### src/rtl/spu_fetch_unit.sv
// spu_fetch_unit: in-order 64-bit pair fetch into a fetch queue, valid/ready to decode, branch redirect with stale-response discard.
// Optional feature macro FETCH_PERF_CNT_EN adds saturating perf_pairs / perf_redirects counters.
module spu_fetch_unit #(
  parameter int unsigned FQ_DEPTH  = 4,
  parameter int unsigned MAX_OUTST = 4,
  parameter logic [7:0]  RESET_PC  = 8'd0
) (
  input  logic        clock,
  input  logic        reset,
  input  logic        start,
  input  logic        halt,
  input  logic        branch_is_taken,
  input  logic [7:0]  program_counter_wb,
  output logic        imem_req,
  output logic [7:0]  imem_addr,
  input  logic        imem_gnt,
  input  logic        imem_rvalid,
  input  logic [63:0] imem_rdata,
  output logic        out_valid,
  input  logic        out_ready,
  output logic [31:0] out_instr0,
  output logic [31:0] out_instr1,
  output logic [1:0]  out_slot_vld,
  output logic [7:0]  out_pc
`ifdef FETCH_PERF_CNT_EN
  ,
  output logic [15:0] perf_pairs,
  output logic [15:0] perf_redirects
`endif
);

  localparam int unsigned PW = (FQ_DEPTH > 1) ? $clog2(FQ_DEPTH) : 1;
  localparam int unsigned CW = PW + 1;
  localparam int unsigned SW = CW + 1;
  localparam logic [SW-1:0] FQ_DEPTH_S  = SW'(FQ_DEPTH);
  localparam logic [CW-1:0] MAX_OUTST_C = CW'(MAX_OUTST);

  typedef enum logic [1:0] {
    S_IDLE   = 2'd0,
    S_RUN    = 2'd1,
    S_HALTED = 2'd2
  } state_t;

  state_t        state_q, state_d;
  logic [7:0]    fetch_pc_q, fetch_pc_d;
  logic [CW-1:0] outst_q, outst_d;
  logic [CW-1:0] discard_q, discard_d;
  logic [CW-1:0] fq_count_q, fq_count_d;
  logic [PW-1:0] fq_rd_q, fq_rd_d;
  logic [PW-1:0] fq_wr_q, fq_wr_d;
  logic [PW-1:0] tag_rd_q, tag_rd_d;
  logic [PW-1:0] tag_wr_q, tag_wr_d;

  logic [63:0] fq_data_q [FQ_DEPTH];
  logic [7:0]  fq_pc_q   [FQ_DEPTH];
  logic [1:0]  fq_slot_q [FQ_DEPTH];
  // fetch_pc of each outstanding request, in issue order; odd bit marks a first fetch to an odd target
  logic [7:0]  tag_pc_q  [FQ_DEPTH];

  logic       redirect;
  logic       issue;
  logic       resp;
  logic       push;
  logic       pop;
  logic       room;
  logic       fq_nonempty;
  logic [7:0] fetch_addr;
  logic [7:0] resp_tag;

  assign fetch_addr  = {fetch_pc_q[7:1], 1'b0};
  assign redirect    = branch_is_taken && (state_q != S_IDLE);
  assign issue       = imem_req && imem_gnt;
  assign resp        = imem_rvalid && (outst_q != '0);
  assign resp_tag    = tag_pc_q[tag_rd_q];
  assign push        = resp && (discard_q == '0) && !redirect;
  assign pop         = out_valid && out_ready;
  assign fq_nonempty = (fq_count_q != '0);
  assign room        = (({1'b0, outst_q} + {1'b0, fq_count_q}) < FQ_DEPTH_S) &&
                       (outst_q < MAX_OUTST_C);

  always_ff @(posedge clock) begin
    if (reset) begin
      state_q <= S_IDLE;
    end else begin
      state_q <= state_d;
    end
  end

  always_comb begin
    state_d = state_q;
    case (state_q)
      S_IDLE:   if (start) state_d = S_RUN;
      S_RUN:    if (halt) state_d = S_HALTED;
      S_HALTED: if (!halt) state_d = S_RUN;
      default:  state_d = S_IDLE;
    endcase
  end

  always_comb begin
    imem_req = (state_q == S_RUN) && !halt && room;
  end

  always_comb begin
    fetch_pc_d = fetch_pc_q;
    if (state_q == S_IDLE) begin
      if (start) fetch_pc_d = RESET_PC;
    end else if (redirect) begin
      fetch_pc_d = program_counter_wb;
    end else if (issue) begin
      fetch_pc_d = fetch_addr + 8'd2;
    end

    outst_d = outst_q + CW'(issue) - CW'(resp);

    // everything still in flight after this cycle belongs to the old path
    discard_d = discard_q;
    if (redirect) begin
      discard_d = outst_d;
    end else if (resp && (discard_q != '0)) begin
      discard_d = discard_q - CW'(1);
    end

    tag_wr_d = tag_wr_q + PW'(issue);
    tag_rd_d = tag_rd_q + PW'(resp);
  end

  always_comb begin
    fq_count_d = fq_count_q;
    fq_rd_d    = fq_rd_q;
    fq_wr_d    = fq_wr_q;
    if (redirect) begin
      fq_count_d = '0;
      fq_rd_d    = fq_wr_q;
    end else begin
      fq_count_d = fq_count_q + CW'(push) - CW'(pop);
      fq_wr_d    = fq_wr_q + PW'(push);
      fq_rd_d    = fq_rd_q + PW'(pop);
    end
  end

  always_ff @(posedge clock) begin
    if (reset) begin
      fetch_pc_q <= 8'd0;
      outst_q    <= '0;
      discard_q  <= '0;
      fq_count_q <= '0;
      fq_rd_q    <= '0;
      fq_wr_q    <= '0;
      tag_rd_q   <= '0;
      tag_wr_q   <= '0;
    end else begin
      fetch_pc_q <= fetch_pc_d;
      outst_q    <= outst_d;
      discard_q  <= discard_d;
      fq_count_q <= fq_count_d;
      fq_rd_q    <= fq_rd_d;
      fq_wr_q    <= fq_wr_d;
      tag_rd_q   <= tag_rd_d;
      tag_wr_q   <= tag_wr_d;
    end
  end

  always_ff @(posedge clock) begin
    if (push) begin
      fq_data_q[fq_wr_q] <= imem_rdata;
      fq_pc_q[fq_wr_q]   <= {resp_tag[7:1], 1'b0};
      fq_slot_q[fq_wr_q] <= resp_tag[0] ? 2'b01 : 2'b11;
    end
    if (issue) begin
      tag_pc_q[tag_wr_q] <= fetch_pc_q;
    end
  end

  assign imem_addr    = fetch_addr;
  assign out_valid    = fq_nonempty && !branch_is_taken;
  // head fields read as zero when the queue is empty so outputs are clean out of reset
  assign out_instr0   = fq_nonempty ? fq_data_q[fq_rd_q][31:0]  : 32'd0;
  assign out_instr1   = fq_nonempty ? fq_data_q[fq_rd_q][63:32] : 32'd0;
  assign out_pc       = fq_nonempty ? fq_pc_q[fq_rd_q]          : 8'd0;
  assign out_slot_vld = fq_nonempty ? fq_slot_q[fq_rd_q]        : 2'b00;

`ifdef FETCH_PERF_CNT_EN
  logic [15:0] perf_pairs_q, perf_pairs_d;
  logic [15:0] perf_redirects_q, perf_redirects_d;

  always_comb begin
    perf_pairs_d     = perf_pairs_q;
    perf_redirects_d = perf_redirects_q;
    if (pop && (perf_pairs_q != 16'hFFFF)) perf_pairs_d = perf_pairs_q + 16'd1;
    if (redirect && (perf_redirects_q != 16'hFFFF)) perf_redirects_d = perf_redirects_q + 16'd1;
  end

  always_ff @(posedge clock) begin
    if (reset) begin
      perf_pairs_q     <= 16'd0;
      perf_redirects_q <= 16'd0;
    end else begin
      perf_pairs_q     <= perf_pairs_d;
      perf_redirects_q <= perf_redirects_d;
    end
  end

  assign perf_pairs     = perf_pairs_q;
  assign perf_redirects = perf_redirects_q;
`else
  // default build carries no performance counters
`endif

endmodule
### config.mk
export PLATFORM = sky130hd
export DESIGN_NAME = spu_fetch_unit
export DESIGN_NICKNAME = d
export VERILOG_FILES = /design/src/rtl/spu_fetch_unit.sv
export SDC_FILE = /design/constraint.sdc
export NUM_CORES = 1
export LEC_CHECK = 0
export CORE_MARGIN = 2
export CORE_UTILIZATION = 40
export DETAILED_ROUTE_END_ITERATION = 8
export PLACE_DENSITY = 0.59
export SLEW_MARGIN = 25
export SYNTH_ARGS = -nofsm -noshare
export SYNTH_HDL_FRONTEND = slang
export SYNTH_SLANG_ARGS = --single-unit
### constraint.sdc
create_clock -name clock -period 11.9 [get_ports clock]
set_input_delay 2.975 -clock clock [delete_from_list [all_inputs] [get_ports clock]]
set_output_delay 2.975 -clock clock [all_outputs]
set_load 0.005 [all_outputs]
### After elaboration in Yosys (flattened, before gate mapping)

Memory sizes are Yosys's and may differ from the RTL's. A register that Yosys moved wholly into a read port is not among the register bits.
Index checks and enable logic that the tools add are counted.

| storage, ports and cells | value |
|---|---|
| logic and storage cells | 80 |
| memory bits (writable) | 324 |
| memories kept | 4 |
| bits of input ports | 80 |
| register bits after elaboration | 27 |

| operators by class | value |
|---|---|
| equality and inequality tests | 5 |
| multiplexer cells | 24 |
| $add $sub $neg | 11 |
| reduce and logical (&&, ||, !) cells | 25 |
| $lt $le $gt $ge | 2 |

Memory list:

| name | depth | width | rd ports | clocked after Yosys merged registers in | wr ports | RTL line | RTL |
|---|---|---|---|---|---|---|---|
| fq_data_q | 4 | 64 | 1 | 1 | 1 | 54 | `logic [63:0] fq_data_q [FQ_DEPTH];` |
| tag_pc_q | 4 | 8 | 1 | 1 | 1 | 58 | `logic [7:0] tag_pc_q [FQ_DEPTH];` |
| fq_pc_q | 4 | 7 | 1 | 1 | 1 | 55 | `logic [7:0] fq_pc_q [FQ_DEPTH];` |
| fq_slot_q | 4 | 2 | 1 | 1 | 1 | 56 | `logic [1:0] fq_slot_q [FQ_DEPTH];` |

Operators with widths:

| kind | count |
|---|---|
| 32-bit two-way mux | 2 |
| 8-bit two-way mux | 5 |
| 2-bit two-way mux | 10 |
| 3-bit nonzero test | 4 |
| 1-bit logical AND | 11 |
| 2-bit by 1-bit adder with 2-bit output | 4 |
| 8-bit by 2-bit adder with 8-bit output (second input constant) | 1 |
| 3-bit by 1-bit adder with 3-bit output | 2 |
| 3-bit two-way mux | 2 |
| 2-bit != test (second input constant) | 3 |
| 2-bit case mux with 3 select lines | 1 |
| 3-bit by 1-bit subtractor with 3-bit output | 2 |
| 3-bit by 3-bit adder with 4-bit output | 1 |
| 4-bit by 3-bit less-than comparator with 1-bit output (second input constant) | 1 |
| 1-bit two-way mux | 4 |
| 2-bit nonzero test | 2 |
| 1-bit zero test | 3 |
| 3-bit zero test | 1 |
| 3-bit less-than comparator (second input constant) | 1 |
| 3-bit AND reduction | 1 |
| 3-bit by 1-bit subtractor with 3-bit output (second input constant) | 1 |
| 2-bit by 1-bit == test with 1-bit output (second input constant) | 1 |
| 2-bit == test (second input constant) | 1 |
| 2-bit zero test | 1 |
| other kinds (2) | 2 |

### Depth between registers and ports, before layout

Gate-level depths: netlist of the first run.

| logic depth | value |
|---|---|
| word-level depth | 8 |
| mapped depth | 11 |
| depth with buffers taken out | 11 |

### Least setup slack after synthesis of the first run

Ideal clock, no wire load.

| timing | value |
|---|---|
| path type | in2reg |
| from | input branch_is_taken |
| to | memory fq_data_q[1][0], enable pin |
| path buffers | 1 |
| library setup time | 0.606 ns |
| arrival time | 8.829 ns |
| path slack | 2.465 ns |
| stages on the path | 5 |
| path through | o21a_1 > buf_2 > nor3_2 > inv_1 > nor3b_1 |

| between the ends | value |
|---|---|
| longest elaborated chain between the ends | 5 |

RTL lines:

| item | RTL line | RTL |
|---|---|---|
| start: declaration | 12 | `input logic branch_is_taken,` |
| 1-bit logical AND | 71 | `assign redirect = branch_is_taken && (state_q != S_IDLE);` |
| 1-bit zero test | 75 | `assign push = resp && (discard_q == '0) && !redirect;` |
| 1-bit logical AND | 75 |  |
| 1-bit two-way mux | 164 | `if (push) begin` |
| 1-bit two-way mux (implied by the code) | 165 | `fq_data_q[fq_wr_q] <= imem_rdata;` |
| end: declaration | 54 |  |

Every way passes these cells.

### Final worst setup path of the first run

| timing | value |
|---|---|
| from | input halt |
| to | output imem_req |

| between the ends | value |
|---|---|
| longest elaborated chain between the ends | 3 |

RTL lines:

| item | RTL line | RTL |
|---|---|---|
| start: declaration | 11 | `input logic halt,` |
| 1-bit zero test | 100 | `imem_req = (state_q == S_RUN) && !halt && room;` |
| 1-bit logical AND (2 in series) | 100 |  |
| end: declaration | 14 | `output logic imem_req,` |

Every way passes these cells.

==> out/summary.txt, run 1 <==
Outcome = complete, no violations
Top FF cell, synth = edfxtp_1
CTS Hold Buffers Added = 0
CP endpoint kind = output port
F_max = 134.3 MHz
Setup Fix Bufs, Post-CTS = 0
Min-delay worst type = reg2reg
Post-synth EDFFs = 320
Fin crit share = 62.59%
Iteration count of the initial detailed-routing pass = 4
Post-synthesis average cell area = 19.75 um2
Row cnt = 67
Global-route wire length before repair = 39970 um
H-tree depth = 2
Core area = 33620 um2
WHS = 518.0 ps
Routability cong. = 0.7354
RSZ-0062 raised after global routing = false
Startpoint types = input port
Die span in x = 188.9 um
M3 GR Usage = 2.929%
Worst EP required = 8930 ps
Initial DRC count = 370
Setup TNS Final = 0 ps
Flops & latches, synth = 347
GR peak layer = met2
Post-synth top area share = 70.30%
CTS tree = done
Multi-input logic area = 3276 um2
Critical Path Fanout Max = 4
M2 GR Usage = 24.62%
Max VDD drop = 201.0 uV
Buffers and inverters on the worst path = 2
CP Cell Sequence = clkdlybuf4s50_1 -> nor3b_4 -> and3_2 -> clkdlybuf4s50_1
YS warnings = 0
Sw Ratio = 25.44%
Final Max Tran Viols = 0
Via count = 6753
Chip height = 188.9 um
Mapped Area = 13670 um2
Fraction of registers with async set/reset = 0%
Clock latency at the later pin of the worst-skew pair = 500 ps
Starting density of the core = 40.66%
Post-DP HPWL = 15340 um
Top cells by area, synth = edfxtp_1, mux4_2, dfxtp_1
Fillers = 2722
# resized after CTS = 0
Int Pwr = 2.634 mW
Seq/Total Area, Yosys = 74.26%
Die ar. = 35660 um2
Crit path DAT = 4470 ps
Antenna violations before repair = 1
Hold Vio Cnt, Final = 0
Count leader, synth = edfxtp_1
Switching pwr = 898.7 uW
Period minus WS final = 7448 ps
Placed insts = 1270
Fraction of layout cells with a size suffix above 1 = 17.51%
Synth-to-Final Area Change = 23.26%
DRC Markers = 0
Clock transition at the registers of the reported paths = 60 ps
Register Area = 10160 um2
Crit-path most repeated cell = clkdlybuf4s50_1
Mapped Cells = 692
Remaining antenna violation count = 0
CTS Buffer Depth = 3
Clock Skews = 14.35 ps
Maxcap violations = 0
Drt wl/cell = 19.49 um
Actual slew at the worst max-slew pin = 1097 ps
Vias in the first global route = 6923
Max incr delay on CP = 500 ps
Combinational share of power = 27.2%
Io pins = 164
Leakage power = 5.415 nW
Grt total ovfl = 0
Part of the power in registers = 43.5%
Gr usage total = 14.57%
Final cell count without fillers = 1333
# diodes = 0
Post-Route WL = 25980 um
Port bufs = 161
Nets = 956
Crit path max-delay family = buffers and inverters
Critical path class = in2out
Final setup fails = 0
Distinct cells, synth = 46
Grt met1 use = 19.59%
Sink Count = 347
CTS Buf Count = 37
Largest net degree at the start of global routing = 75
DR vias/cell = 5.066
Synth cell count leaders = edfxtp_1, mux4_2, and2_1
Slowest CP cell = clkdlybuf4s50_1
Clock power frac = 29.3%
Yosys top cell by area = edfxtp_1
P per Cell Area = 209.7 nW/um2
Root buf cell = clkbuf_16
Rel. slew slack = 26.35%
metal layers:
layer / up-vias / wire, um
met2: 164 / 12920
met3: 37 / 1238
li1: 3075 / -
met1: 3475 / 11400
met5: - / 13
met4: 2 / 406
final timing paths:
kind | startpoint | endpoint | slack (ps) | cells after the start
min | fetch_pc_q[0] | tag_pc_q[2][0] | 520 | 0
min reg2reg | fetch_pc_q[0] | tag_pc_q[2][0] | 520 | 0
max | halt | imem_req | 4450 | 4
max reg2reg | state_q[1] | fq_data_q[2][54] | 8820 | 5
layout make-up:
cell class	instances	share of cell area [%]
flip-flops and latches	347	60.29
multi-input cells	289	19.44
repair buffers	172	10.17
clock buffers	48	5.860
well taps	448	3.327
clock inverters	15	0.5941
inverters	14	0.3119
worst register-to-register path, delay by kind of cell (launching register included):
family,cells,cell delay (ps)
and+or+nand+nor,3,1140
AOI/OAI and AO/OA,1,390
buffers and inverters,1,720
DFF,1,410
logic make-up after synthesis:
| group | share of synthesized area (%) |
|---|---|
| and+or+nand+nor | 6.152 |
| buffers and inverters | 2.005 |
| DFF | 74.26 |
| other | 0.02744 |
| xor gates and xnor gates | 0.7507 |
| AOI/OAI and AO/OA | 1.996 |
| adders and majority gates | 1.483 |
| muxes | 13.33 |
state kept, by name, indices dropped and copies added, names as in the netlist:
| name | flops |
|---|---|
| tag_wr_q | 2 |
| tag_pc_q | 32 |
| fq_data_q | 256 |
| outst_q | 3 |
| fq_slot_q | 4 |
| discard_q | 3 |
| fq_count_q | 3 |
| state_q | 2 |
| fetch_pc_q | 8 |
| fq_wr_q | 2 |
| tag_rd_q | 2 |
| fq_pc_q | 28 |
| fq_rd_q | 2 |
cells in the final DEF, fill, tap and decap left out, types with 3 or more instances in the layout:
cell / n
dfxtp_1: 25
clkdlybuf4s50_1: 161
buf_4: 10
a32o_1: 4
nor2_1: 18
xor2_1: 3
inv_1: 14
clkbuf_1: 9
edfxtp_1: 320
mux4_2: 80
nand3_1: 5
ha_1: 13
xnor2_1: 6
clkinv_2: 5
o221a_2: 3
nand4_1: 3
nor3_1: 4
nand2_1: 10
and3_1: 4
and2_1: 73
nand2b_1: 3
clkbuf_16: 37
nor2b_1: 7
or3_1: 3
clkinv_1: 7
a21oi_1: 14
a31oi_1: 3
power by group through the flow:
stage               clock [mW]  sequential, mW  combinational [mW]
global route              1.11            1.55                1.05
floorplan                    0            1.54               0.516
detailed placement           0            1.57               0.991
CTS                       1.06            1.54               0.992
finish                    1.03            1.54               0.961
global placement             0            1.56               0.989
per-stage QoR:
stage / total power, mW / setup WS, ps / utilization, % / instance area (um2)
floorplan: 2.058 / 2465 / - / 13670
global placement: 2.551 / 4474 / 46.80 / 15730
detailed placement: 2.557 / 4472 / 46.88 / 15760
CTS: 3.597 / 4462 / 50.12 / 16850
global route: 3.716 / 4359 / 50.12 / 16850
finish: 3.533 / 4452 / 50.12 / 16850
Note: power is estimated with default switching activity, not from simulation.
==> inputs of run 2 (changes only) <==
==> constraint.sdc (replaced) <==
create_clock -name clock -period 7.7 [get_ports clock]
set_input_delay 1.925 -clock clock [delete_from_list [all_inputs] [get_ports clock]]
set_output_delay 1.925 -clock clock [all_outputs]
set_load 0.005 [all_outputs]
==> run 2 against run 1 <==
Non-clock buffer count is 1 higher. Cell area is 0.62% higher. Sequential cell count did not move. Setup slack worse by 2100 ps. Largest cell class unchanged.
==> out/summary.txt, run 2 (synthesis results as in run 1) <==
Fin crit share = 69.14%
Setup TNS Final = 0 ps (unchanged)
Fillers = 2774 (+1.9%)
Outcome = complete, no violations
Vias in the first global route = 7257 (+4.8%)
Sink Count = 347 (unchanged)
Startpoint types = input port
Remaining antenna violation count = 0 (unchanged)
Multi-input logic area = 3284 um2 (+0.27%)
Chip height = 188.9 um (unchanged)
Hold Vio Cnt, Final = 0 (unchanged)
Starting density of the core = 40.66% (unchanged)
Critical path class = in2out
Actual slew at the worst max-slew pin = 1024 ps (-73.03 ps)
CP Cell Sequence = clkdlybuf4s50_1 -> nor3b_4 -> and3_2 -> clkdlybuf4s50_1
Crit-path most repeated cell = clkdlybuf4s50_1
# resized after CTS = 0 (unchanged)
P per Cell Area = 328.6 nW/um2 (+57%)
Most frequent cells in the layout = edfxtp_1, clkdlybuf4s50_1, mux4_2
Post-DP Area = 15760 um2 (about the same)
WL met1 = 11570 um (+1.5%)
Period minus WS final = 5323 ps
Io pins = 164 (unchanged)
Final Max Tran Viols = 0 (unchanged)
F_max = 187.8 MHz
Global-route wire length before repair = 41260 um (+3.2%)
Port bufs = 161 (unchanged)
Rel. slew slack = 31.71% (+5.4 points)
Top flop regs = fq_data_q x256, tag_pc_q x32, fq_pc_q x28
Gr usage total = 14.99% (+0.41 points)
Max VDD drop = 187.2 uV (-6.9%)
Iteration count of the initial detailed-routing pass = 4 (unchanged)
Design area = 16950 um2 (+0.62%)
Drt wl/cell = 19.57 um (+0.45%)
CTS Buf Count = 39 (+5.4%)
Synth-to-Final Area Change = 24.02%
Leakage power = 5.450 nW (+0.65%)
Commonest non-fill, non-tap cell in the layout = edfxtp_1
Worst EP required = 5780 ps (-3150 ps)
CTS Buffer Depth = 3 (unchanged)
Initial DRC count = 373 (+0.81%)
Largest Register = fq_data_q
Largest net degree at the start of global routing = 74 (-1.3%)
Critical Path Fanout Max = 4 (unchanged)
Die span in x = 188.9 um (unchanged)
Crit path DAT = 3400 ps (-1070 ps)
Setup Fix Bufs, Post-CTS = 0 (unchanged)
H-tree depth = 2 (unchanged)
CP endpoint kind = output port
Max reg flops = 256 (unchanged)
Placement Setup Slack = 2375 ps (-2096 ps)
Slowest CP cell = clkdlybuf4s50_1
Grt total ovfl = 0 (unchanged)
Total power = 5.571 mW (+58%)
Via count = 6768 (+0.22%)
Post-Route WL = 26250 um (+1.1%)
Fraction of layout cells with a size suffix above 1 = 17.73% (+0.22 points)
Die ar. = 35660 um2 (unchanged)
Antenna violations before repair = 2 (+1)
DR vias/cell = 5.047 (-0.38%)
Register Area = 10160 um2 (unchanged)
Min-delay worst type = reg2reg
Maxcap violations = 0 (unchanged)
Post-DP HPWL = 15320 um (-0.13%)
Highest metal used = met5
Routability cong. = 0.7695 (+4.6%)
Max incr delay on CP = 500 ps (about the same)
RSZ-0062 raised after global routing = false
CTS Hold Buffers Added = 0 (unchanged)
Root buf cell = clkbuf_16
Final setup fails = 0 (unchanged)
CTS tree = done
Met2 WL = 12870 um (-0.39%)
Clock latency at the later pin of the worst-skew pair = 510 ps (about the same)
Nets = 959 (+0.31%)
Row cnt = 67 (unchanged)
Clock Skews = 11.41 ps (-2.949 ps)
DRC Markers = 0 (unchanged)
Clock transition at the registers of the reported paths = 60 ps (about the same)
Final setup margin = 2377 ps (-2076 ps)
Met3 WL = 1384 um (+12%)
Core area = 33620 um2 (unchanged)
## run 2: area by class of cell
cell class / instances / share of cell area [%]
diodes: 2 / 0.02952
clock buffers: 53 / 6.067
clock inverters: 15 / 0.7603
inverters: 14 / 0.3100
multi-input cells: 289 / 19.38
flip-flops and latches: 347 / 59.92
well taps: 448 / 3.307
repair buffers: 173 / 10.23
## run 2: through the flow
stage | hold slack, ps | util [%] | instances
after floorplan | 459.7 | - | 693
after global placement | 499.9 | 46.89 | 1270
after detailed placement | 510.1 | 46.89 | 1270
after CTS | 523.7 | 50.33 | 1338
after global routing | 535.0 | 50.41 | 1339
final | 518.1 | 50.43 | 1341
## run 2: path summary, 6_finish.rpt
check / start / endpoint / slack (ps) / cells past startpoint
worst max-delay path: halt / imem_req / 2380 / 4
worst min-delay path: fetch_pc_q[0] / fetch_pc_q[0] / 520 / 2
worst max register to register: state_q[1] / fq_data_q[0][31] / 4810 / 6
worst min register to register: fetch_pc_q[0] / fetch_pc_q[0] / 520 / 2
## run 2: where the power goes
group / switching [mW] / internal (mW) / total [mW]
Sequential: 0.0946 / 2.28 / 2.38
Clock: 0.689 / 1.00 / 1.69
Combinational: 0.641 / 0.863 / 1.50
Total: 1.43 / 4.15 / 5.57
## run 2: worst max-delay path: cells and delay by family
| family | cells | cell delay [ps] |
|---|---|---|
| buffers and inverters | 2 | 980 |
| and+or+nand+nor | 2 | 490 |
## run 2: layer usage
layer	track usage (%)	vias up
met5	0	-
met4	3.726	2
met3	3.262	36
met2	25.25	174
met1	19.93	3459
li1	-	3097
==> inputs of run 3 (changes only) <==
--- a/config.mk
+++ b/config.mk
@@ -8,7 +8,7 @@
 export CORE_MARGIN = 2
 export CORE_UTILIZATION = 40
 export DETAILED_ROUTE_END_ITERATION = 8
-export PLACE_DENSITY = 0.59
+export PLACE_DENSITY = 0.62
 export SLEW_MARGIN = 25
 export SYNTH_ARGS = -nofsm -noshare
 export SYNTH_HDL_FRONTEND = slang
==> constraint.sdc (replaced) <==
create_clock -name clock -period 4.4 [get_ports clock]
set_input_delay 1.1 -clock clock [delete_from_list [all_inputs] [get_ports clock]]
set_output_delay 1.1 -clock clock [all_outputs]
set_load 0.005 [all_outputs]
==> run 3 against run 2 <==
First-iteration DRC count is 36% higher. Core utilization is 0.69 points higher. Via count is 0.56% higher. Sequential power is 75% higher. Clock power is 78% higher. Setup slack worse by 1800 ps. Sequential share of layout area is 0.81 points lower. Critical path depth stayed put. Non-clock buffer count is 10 higher. Register-to-register slack worse by 3200 ps. Die area stayed put. Largest cell class unchanged.
==> out/summary.txt, run 3 (synthesis results as in run 1) <==
# resized after CTS = 0 (unchanged)
Max reg flops = 256 (unchanged)
Routability cong. = 0.7908 (+2.8%)
Root buf cell = clkbuf_16
F_max = 264.7 MHz
Min-delay worst type = reg2reg
Post-DP HPWL = 16210 um (+5.8%)
Crit path DAT = 2680 ps (-720 ps)
Rel. slew slack = 33.02% (+1.3 points)
Actual slew at the worst max-slew pin = 998.0 ps (-26.41 ps)
Fraction of layout cells with a size suffix above 1 = 19.11% (+1.4 points)
Slowest CP cell = dfxtp_4
DRC Markers = 0 (unchanged)
Commonest non-fill, non-tap cell in the layout = edfxtp_1
Remaining antenna violation count = 0 (unchanged)
CTS tree = done
Post-DP Area = 15990 um2 (+1.5%)
Leakage power = 5.559 nW (+2.0%)
Clock transition at the registers of the reported paths = 60 ps (about the same)
Setup Fix Bufs, Post-CTS = 0 (unchanged)
Top flop regs = fq_data_q x256, tag_pc_q x32, fq_pc_q x28
P per Cell Area = 575.1 nW/um2 (+75%)
Maxcap violations = 0 (unchanged)
CTS Buf Count = 37 (-5.1%)
Core area = 33620 um2 (unchanged)
Clock Skews = 20.70 ps (+9.297 ps)
Nets = 967 (+0.83%)
Startpoint types = register
Worst EP required = 3300 ps (-2480 ps)
CTS Buffer Depth = 3 (unchanged)
DR vias/cell = 5.045 (about the same)
Initial DRC count = 508 (+36%)
Hold Vio Cnt, Final = 0 (unchanged)
Max incr delay on CP = 630 ps (+130 ps)
Global-route wire length before repair = 40500 um (-1.8%)
Via count = 6806 (+0.56%)
Outcome = complete, no violations
Max VDD drop = 359.6 uV (+92%)
RSZ-0062 raised after global routing = false
Antenna violations before repair = 5 (+3)
Largest Register = fq_data_q
Chip height = 188.9 um (unchanged)
Setup TNS Final = 0 ps (unchanged)
Final setup fails = 0 (unchanged)
CP endpoint kind = output port
Row cnt = 67 (unchanged)
Critical path class = reg2out
Post-Route WL = 26220 um (-0.11%)
Largest net degree at the start of global routing = 55 (-26%)
Drt wl/cell = 19.44 um (-0.70%)
Port bufs = 161 (unchanged)
Final Max Tran Viols = 0 (unchanged)
Clock latency at the later pin of the worst-skew pair = 510 ps (about the same)
Synth-to-Final Area Change = 25.71%
Die ar. = 35660 um2 (unchanged)
Most frequent cells in the layout = edfxtp_1, clkdlybuf4s50_1, mux4_2
Die span in x = 188.9 um (unchanged)
Design area = 17180 um2 (+1.4%)
Period minus WS final = 3778 ps
Fin crit share = 85.86%
WHS = 510.1 ps (-8.041 ps)
Sink Count = 347 (unchanged)
Grt total ovfl = 0 (unchanged)
CP Cell Sequence = buf_12 -> mux4_2 -> and2_1 -> clkdlybuf4s50_1
CTS Hold Buffers Added = 0 (unchanged)
Gr usage total = 14.76% (-0.23 points)
Iteration count of the initial detailed-routing pass = 5 (+1)
Starting density of the core = 40.66% (unchanged)
Io pins = 164 (unchanged)
H-tree depth = 2 (unchanged)
Vias in the first global route = 7122 (-1.9%)
Critical Path Fanout Max = 30 (+26)
[run 3: worst paths after layout]
kind                    end  cells past startpoint           from  slack (ps)
max          out_instr0[19]                      4     fq_rd_q[0]         620
min          tag_pc_q[2][0]                      0  fetch_pc_q[0]         510
max reg2reg   fq_count_q[2]                      9  fq_count_q[0]        1650
min reg2reg  tag_pc_q[2][0]                      0  fetch_pc_q[0]         510
[run 3: power breakdown]
part           internal, mW  switching [mW]
clock network          1.81            1.20
logic                  1.58            1.15
registers              3.99           0.168
total                  7.37            2.51
[run 3: layer usage]
layer | up-vias | track usage [%] | routed length (um)
met5 | - | 0 | 46
met4 | 8 | 3.816 | 458
met1 | 3452 | 19.88 | 11560
li1 | 3108 | - | -
met2 | 194 | 24.42 | 12650
met3 | 44 | 3.373 | 1515
[run 3: critical path, delay by kind of cell (launching register included)]
family | cells | cell delay, ps
buffers and inverters | 2 | 840
DFF | 1 | 630
muxes | 1 | 530
and+or+nand+nor | 1 | 170
[run 3: through the flow]
stage	cells	util, %	power, mW	setup WS (ps)
after detailed placement	1281	47.58	7.012	712.2
final	1349	51.11	9.881	622.2
after CTS	1348	51.11	10.04	548.8
after floorplan	693	-	5.544	333.9
after global placement	1281	47.58	6.988	737.3
after global routing	1349	51.11	10.38	451.9
[run 3: final cells by class]
class	count	area, um2
diodes	1	2.502
clock buffers	46	1012
clock inverters	21	173.9
fillers	2710	16430
inverters	14	52.55
multi-input cells	289	3284
flip-flops and latches	347	10160
well taps	448	560.5
repair buffers	183	1939
